[config.mk]
export PLATFORM = sky130hd
export DESIGN_NAME = leds_ctrl
export DESIGN_NICKNAME = d
export VERILOG_FILES = /design/src/rtl/leds_pkg.sv /design/src/rtl/leds_timebase.sv /design/src/rtl/leds_ctrl.sv
export SDC_FILE = /design/constraint.sdc
export NUM_CORES = 1
export LEC_CHECK = 0
export CORE_MARGIN = 2
export CORE_UTILIZATION = 25
export DETAILED_ROUTE_END_ITERATION = 12
export GPL_TIMING_DRIVEN = 0
export PLACE_DENSITY = 0.53
export SLEW_MARGIN = 20
export SYNTH_ARGS = -nofsm -noshare
export SYNTH_HDL_FRONTEND = slang
export SYNTH_SLANG_ARGS = --single-unit
[constraint.sdc]
create_clock -name led_clk -period 9.6 [get_ports led_clk]
set_input_delay 1.92 -clock led_clk [delete_from_list [all_inputs] [get_ports led_clk]]
set_output_delay 1.92 -clock led_clk [all_outputs]
set_load 0.05 [all_outputs]
[src/rtl/leds_pkg.sv]
// Shared definitions for the LED controller: register offsets, CTRL bit index
// and register reset values.
package leds_pkg;

    typedef enum logic [2:0] {
        LED_DATA_LO  = 3'd0,
        LED_DATA_HI  = 3'd1,
        LED_BLINK_LO = 3'd2,
        LED_BLINK_HI = 3'd3,
        LED_DUTY     = 3'd4,
        LED_PERIOD   = 3'd5,
        LED_CTRL     = 3'd6,
        LED_STATUS   = 3'd7
    } led_reg_e;

    localparam int unsigned LED_CTRL_EN = 0;

    localparam logic [15:0] LED_PERIOD_RST = 16'd500;
    // Truncated to PWM_BITS at the point of use, giving an all-ones duty.
    localparam logic [15:0] LED_DUTY_RST   = 16'hFFFF;

endpackage

[src/rtl/leds_timebase.sv]
// Blink prescaler, blink counter/phase and PWM counter for leds_ctrl.
// PWM counter exists only when LEDS_PWM_EN is defined; otherwise pwm_on is 1.
module leds_timebase
    import leds_pkg::*;
#(
    parameter int unsigned PRESC_DIV = 50000
`ifdef LEDS_PWM_EN
    ,
    parameter int unsigned PWM_BITS  = 8
`endif
) (
    input  logic                led_clk,
    input  logic                ledrst,
    input  logic                per_wr,
    input  logic [15:0]         period,
`ifdef LEDS_PWM_EN
    input  logic [PWM_BITS-1:0] duty,
`endif
    output logic                phase,
    output logic                pwm_on
);

    localparam int unsigned PW = (PRESC_DIV > 2) ? $clog2(PRESC_DIV) : 1;

    logic [PW-1:0] presc_q;
    logic          tick;
    logic [15:0]   bcnt_q;
    logic          phase_q;

    assign tick  = (presc_q == PW'(PRESC_DIV - 1));
    assign phase = phase_q;

    always_ff @(posedge led_clk or posedge ledrst) begin
        if (ledrst) begin
            presc_q <= '0;
        end else if (tick) begin
            presc_q <= '0;
        end else begin
            presc_q <= presc_q + 1'b1;
        end
    end

    // A PERIOD write restarts the blink half-period even if a tick coincides.
    always_ff @(posedge led_clk or posedge ledrst) begin
        if (ledrst) begin
            bcnt_q  <= '0;
            phase_q <= 1'b1;
        end else if (per_wr || (period == 16'd0)) begin
            bcnt_q  <= '0;
            phase_q <= 1'b1;
        end else if (tick) begin
            if (bcnt_q == period - 16'd1) begin
                bcnt_q  <= '0;
                phase_q <= ~phase_q;
            end else begin
                bcnt_q  <= bcnt_q + 16'd1;
            end
        end
    end

`ifdef LEDS_PWM_EN
    logic [PWM_BITS-1:0] pcnt_q;

    always_ff @(posedge led_clk or posedge ledrst) begin
        if (ledrst) begin
            pcnt_q <= '0;
        end else begin
            pcnt_q <= pcnt_q + 1'b1;
        end
    end

    assign pwm_on = (duty == '1) || (pcnt_q < duty);
`else
    assign pwm_on = 1'b1;
`endif

endmodule

[src/rtl/leds_ctrl.sv]
// Memory-mapped LED controller: static data, per-LED blink, global PWM duty, read-back.
// Define LEDS_PWM_EN to include the PWM counter and DUTY register.
module leds_ctrl
    import leds_pkg::*;
#(
    parameter int unsigned LED_W     = 24,
    parameter int unsigned PWM_BITS  = 8,
    parameter int unsigned PRESC_DIV = 50000
) (
    input  logic             led_clk,
    input  logic             ledrst,
    input  logic             ledcs,
    input  logic             ledwrite,
    input  logic             ledread,
    input  logic [3:0]       ledaddr,
    input  logic [15:0]      ledwdata,
    output logic [15:0]      ledrdata,
    output logic [LED_W-1:0] ledout
);

    led_reg_e            sel;
    logic                wr;
    logic                wr_dlo, wr_dhi, wr_blo, wr_bhi;
    logic                per_wr;
    logic [LED_W-1:0]    data_q, data_d;
    logic [LED_W-1:0]    blink_q, blink_d;
    logic [LED_W-1:0]    led_d;
    logic [PWM_BITS-1:0] duty_q;
    logic [15:0]         period_q;
    logic                en_q;
    logic                phase;
    logic                pwm_on;
    logic [31:0]         data_ext, blink_ext;
    logic [15:0]         rd_mux;
    logic                unused_addr0;

    assign sel          = led_reg_e'(ledaddr[3:1]);
    assign unused_addr0 = ledaddr[0];
    assign wr           = ledcs && ledwrite;
    assign wr_dlo       = wr && (sel == LED_DATA_LO);
    assign wr_dhi       = wr && (sel == LED_DATA_HI);
    assign wr_blo       = wr && (sel == LED_BLINK_LO);
    assign wr_bhi       = wr && (sel == LED_BLINK_HI);
    assign per_wr       = wr && (sel == LED_PERIOD);

    // Per-bit merge so LED bits beyond LED_W simply do not exist.
    always_comb begin
        data_d  = data_q;
        blink_d = blink_q;
        for (int unsigned i = 0; i < LED_W; i++) begin
            if (i < 16) begin
                if (wr_dlo) data_d[i]  = ledwdata[i[3:0]];
                if (wr_blo) blink_d[i] = ledwdata[i[3:0]];
            end else begin
                if (wr_dhi) data_d[i]  = ledwdata[i[3:0]];
                if (wr_bhi) blink_d[i] = ledwdata[i[3:0]];
            end
        end
    end

    always_comb begin
        led_d = '0;
        for (int unsigned i = 0; i < LED_W; i++) begin
            led_d[i] = en_q & data_q[i] & (blink_q[i] ? phase : 1'b1) & pwm_on;
        end
    end

    always_ff @(posedge led_clk or posedge ledrst) begin
        if (ledrst) begin
            data_q   <= '0;
            blink_q  <= '0;
            period_q <= LED_PERIOD_RST;
            en_q     <= 1'b1;
            ledout   <= '0;
        end else begin
            data_q  <= data_d;
            blink_q <= blink_d;
            ledout  <= led_d;
            if (per_wr) period_q <= ledwdata;
            if (wr && (sel == LED_CTRL)) en_q <= ledwdata[LED_CTRL_EN];
        end
    end

`ifdef LEDS_PWM_EN
    always_ff @(posedge led_clk or posedge ledrst) begin
        if (ledrst) begin
            duty_q <= LED_DUTY_RST[PWM_BITS-1:0];
        end else if (wr && (sel == LED_DUTY)) begin
            duty_q <= ledwdata[PWM_BITS-1:0];
        end
    end
`else
    assign duty_q = '0;
`endif

    leds_timebase #(
        .PRESC_DIV (PRESC_DIV)
`ifdef LEDS_PWM_EN
        ,
        .PWM_BITS  (PWM_BITS)
`endif
    ) u_timebase (
        .led_clk (led_clk),
        .ledrst  (ledrst),
        .per_wr  (per_wr),
        .period  (period_q),
`ifdef LEDS_PWM_EN
        .duty    (duty_q),
`endif
        .phase   (phase),
        .pwm_on  (pwm_on)
    );

    assign data_ext  = 32'(data_q);
    assign blink_ext = 32'(blink_q);

    always_comb begin
        rd_mux = '0;
        case (sel)
            LED_DATA_LO:  rd_mux = data_ext[15:0];
            LED_DATA_HI:  rd_mux = data_ext[31:16];
            LED_BLINK_LO: rd_mux = blink_ext[15:0];
            LED_BLINK_HI: rd_mux = blink_ext[31:16];
            LED_DUTY:     rd_mux = 16'(duty_q);
            LED_PERIOD:   rd_mux = period_q;
            LED_CTRL:     rd_mux[LED_CTRL_EN] = en_q;
            LED_STATUS:   rd_mux = {14'd0, pwm_on, phase};
            default:      rd_mux = '0;
        endcase
    end

    assign ledrdata = (ledcs && ledread) ? rd_mux : '0;

endmodule

==> results of run 1 <==
==> kinds of logic after synthesis <==
logic type                 synth area share (%)
AOI/OAI and AO/OA                          8.94
and+or+nand+nor                            15.5
muxes                                      15.6
xor gates and xnor gates                   5.52
DFF                                        50.8
adders and majority gates                 0.622
buffers and inverters                      2.97
==> how the worst min path moves through the flow <==
stage,slack (ps),endpoint,start,depth (start not counted)
floorplan,430,ledout[10]$_DFF_PP0_,blink_q[10]$_DFFE_PP0P_,1
global placement,440,ledout[9]$_DFF_PP0_,blink_q[9]$_DFFE_PP0P_,1
detailed placement,450,ledout[10]$_DFF_PP0_,blink_q[10]$_DFFE_PP0P_,1
CTS,460,ledout[10]$_DFF_PP0_,blink_q[10]$_DFFE_PP0P_,1
global route,490,ledout[13]$_DFF_PP0_,blink_q[13]$_DFFE_PP0P_,1
finish,460,ledout[9]$_DFF_PP0_,blink_q[9]$_DFFE_PP0P_,1
==> worst register-to-register path: cells and delay by family (launching register included) <==
kind | cells | cell delay, ps
AO/OA/AOI/OAI | 3 | 730
buffers and inverters | 1 | 200
flip-flops | 1 | 460
multiplexers | 2 | 320
AND/OR/NAND/NOR | 3 | 1190
==> layer usage <==
metal | global-route usage, % | part of all wire, % | wire length (µm) | vias up
li1 | - | - | - | 2160
met1 | 19.1 | 51 | 7990 | 2207
met2 | 17.7 | 42 | 6620 | 94
met3 | 3.86 | 5.2 | 806 | 14
met4 | 3.60 | 1.1 | 172 | 0
met5 | 0 | 0 | 0 | -
==> cell type report <==
type	instances	area, µm²
diodes	1	2.50
plain buffers	30	134
flip-flops and latches	122	3060
multi-input cells	398	2810
clock buffers	26	489
clock inverters	6	114
well taps	319	399
inverters	12	52.6
repair buffers	63	641
fillers	2454	15800
==> cells in the final DEF, fill, tap and decap left out, types with 5 or more instances in the layout <==
master / instances
xor2_1: 18
nand3_1: 26
nand2b_1: 8
dfstp_2: 8
nor2_1: 43
dfrtp_1: 114
clkbuf_16: 17
xnor2_1: 20
o21ai_0: 14
a22oi_1: 9
a21o_1: 9
a21oi_1: 44
nor4_1: 7
nor2b_1: 5
mux2_2: 69
inv_1: 9
clkbuf_1: 30
nand2_1: 63
nor3_1: 7
clkdlybuf4s50_1: 60
mux4_2: 6
==> through the flow <==
| stage | instance area, µm² | total power, mW | utilization (%) | hold slack, ps | setup WS [ps] |
|---|---|---|---|---|---|
| global placement | 7030 | 1.04 | 29.9 | 444 | 2410 |
| detailed placement | 7100 | 1.05 | 30.2 | 450 | 2670 |
| CTS | 7700 | 1.72 | 32.7 | 457 | 2680 |
| global route | 7700 | 1.79 | 32.7 | 488 | 2460 |
| floorplan | 6030 | 0.927 | - | 426 | 3830 |
| finish | 7710 | 1.70 | 32.7 | 457 | 2690 |
==> report_power, final <==
part / internal (mW) / total, mW / switching, mW
sequential: 0.604 / 0.666 / 0.0619
clock: 0.429 / 0.659 / 0.230
combinational: 0.160 / 0.375 / 0.215
==> state kept, by name, summed over array words and instances, names as in the netlist <==
signal	count
u_timebase.bcnt_q	16
u_timebase.presc_q	16
period_q	16
blink_q	24
ledout	24
en_q	1
data_q	24
u_timebase.phase	1
==> out/qor.yml, run 1 <==
setup_path:
  critical_path.startpoint: "ledaddr[2]"
  reg2reg_depth: 9
  critical_path.slowest_cell: "clkdlybuf4s50_1"
  endpoint: "ledrdata[1]"
  r2r_slack_ps: 6590
  worst_r2r_endpoint: "u_timebase.bcnt_q[0]$_DFFE_PP0P_"
  required_ps: 7680
  crit_type: "primary input to primary output"
  cp_num_cells: 8
  crit_path_cell_trace: "clkbuf_1, buf_1, clkbuf_1, o21ai_0, a21oi_1, nor2_1, nor2_1, clkdlybuf4s50_1"
  path_buf_inv: 4
  critical_path.max_fanout: 10
  worst_setup_path_start_kind: "primary input"
  cpPeakStageDelay_ps: 840
  worstSetupEndpointType: "primary output"
  arrival_ps: 4990
  rr_startpoint: "period_q[3]$_DFFE_PP0P_"
  crit_family: "buffers and inverters"
sta:
  report.final.slew_viol_count: 0
  fin_crit_ps: 6910
  rsz0062_at_grt: "no"
  slew_headroom_pct: 43.0
  clock_skew_ps: 12.3
  setup_violations: 0
  finalSetupTns_ps: 0
  max_freq_ghz: 0.145
  worst_pin_slew_ps: 855
  finalHoldViolCount: 0
  fin_crit_sh_pct: 72.0
final_layout:
  fin_cells: 977
  areaGrowthSynthToFinish_pct: 27.8
  drive_gt1_share_pct: 19.8
  layout.nets: 672
die:
  rows: 56
  die_w_um: 159
  die_y_um: 159
  start_util_pct: 25.6
  dieArea_mm2: 0.0254
  core_area_mm2: 0.0235
  ioPinCount: 65
yosys:
  ys_types: 51
  async_reset_ff_share_pct: 100
  ys_seq_area_share_pct: 50.8
  syn_area_mm2: 0.00603
  synth_edf_count: 0
  synth_area_per_cell_um2: 10.7
  yosys_most_used_dff: "dfrtp_1"
  yosys-top-cells-area: "dfrtp_1 47%, mux2_2 13%, nand2_1 3.9%"
  synth.net_count: 590
  synth.top_cell.area_share_pct: 47.3
  yosysWarnings: 0
  synth.most_common_cell: "dfrtp_1"
  yosys-top-cells-count: "114 x dfrtp_1, 69 x mux2_2, 63 x nand2_1"
  postSynthCellCount: 562
  ys_ff_latch: 122
  synth_top_area_cell: "dfrtp_1"
cts:
  cts_tree: "done"
  cts_setup_buffers: 0
  cts_num_sinks: 122
  numCtsBuffers: 17
  cts_resized: 0
  cts-root-buf: "clkbuf_16"
  cts_buffer_depth: 2
  holdBufCountCts: 0
  clk_latency_ps: 430
  clk_pin_slew_ps: 60
  cts_max_level: 4
placed_design:
  dp_hpwl_mm: 11.0
  io_buffers: 60
  gp_congestion: 0.818
  place_inst: 944
routing:
  remaining_drc_errors: 0
  finalWirelength_mm: 15.6
  drt-wirelength-per-cell_um: 16.0
  ant_nets: 0
  viasPerCell: 4.58
  drtIter0Drc: 281
  firstDrtPassIters: 5
  vias: 4475
pwr:
  p_per_area_mw_per_mm2: 221
  leakagePower_nw: 3.12
  peakVddDrop_mv: 0.132
job:
  max-cap-violations: 0
status:
  status: "complete, no violations"
global_route:
  grt_pass1_wl_mm: 25.3
  grt_start_max_net_pins: 89
  overflow: 0
  antenna_found_initial: 1
  grt_pass1_vias: 4499
  grt_usage_pct: 12.8
worst_hold_path:
  hp-class: "flop to flop"
Power figures use the tool's default switching activity.
==> run 2: changes to the inputs <==
Clock period 9.6 ns to 6.85 ns, I/O delays scaled along.
==> results of run 2 <==
Same layout as run 1 (identical final DEF). Status: complete, no violations.
Among the figures that moved: setup slack after placement 2670 ps -> 1020 ps; setup slack after layout 2690 ps -> 1040 ps; register-to-register setup slack 6590 ps -> 3840 ps; total power 1.70 mW -> 2.38 mW; worst IR drop on VDD 0.132 mV -> 0.186 mV
==> run 3: changes to the inputs <==
Clock period 6.85 ns to 5.71 ns, I/O delays scaled along.
==> results of run 3 <==
Same layout as run 1 (identical final DEF). Status: complete, no violations.
Among the figures that moved: setup slack after placement 2670 ps -> 334 ps; setup slack after layout 2690 ps -> 355 ps; register-to-register setup slack 6590 ps -> 2700 ps; total power 1.70 mW -> 2.86 mW; worst IR drop on VDD 0.132 mV -> 0.223 mV
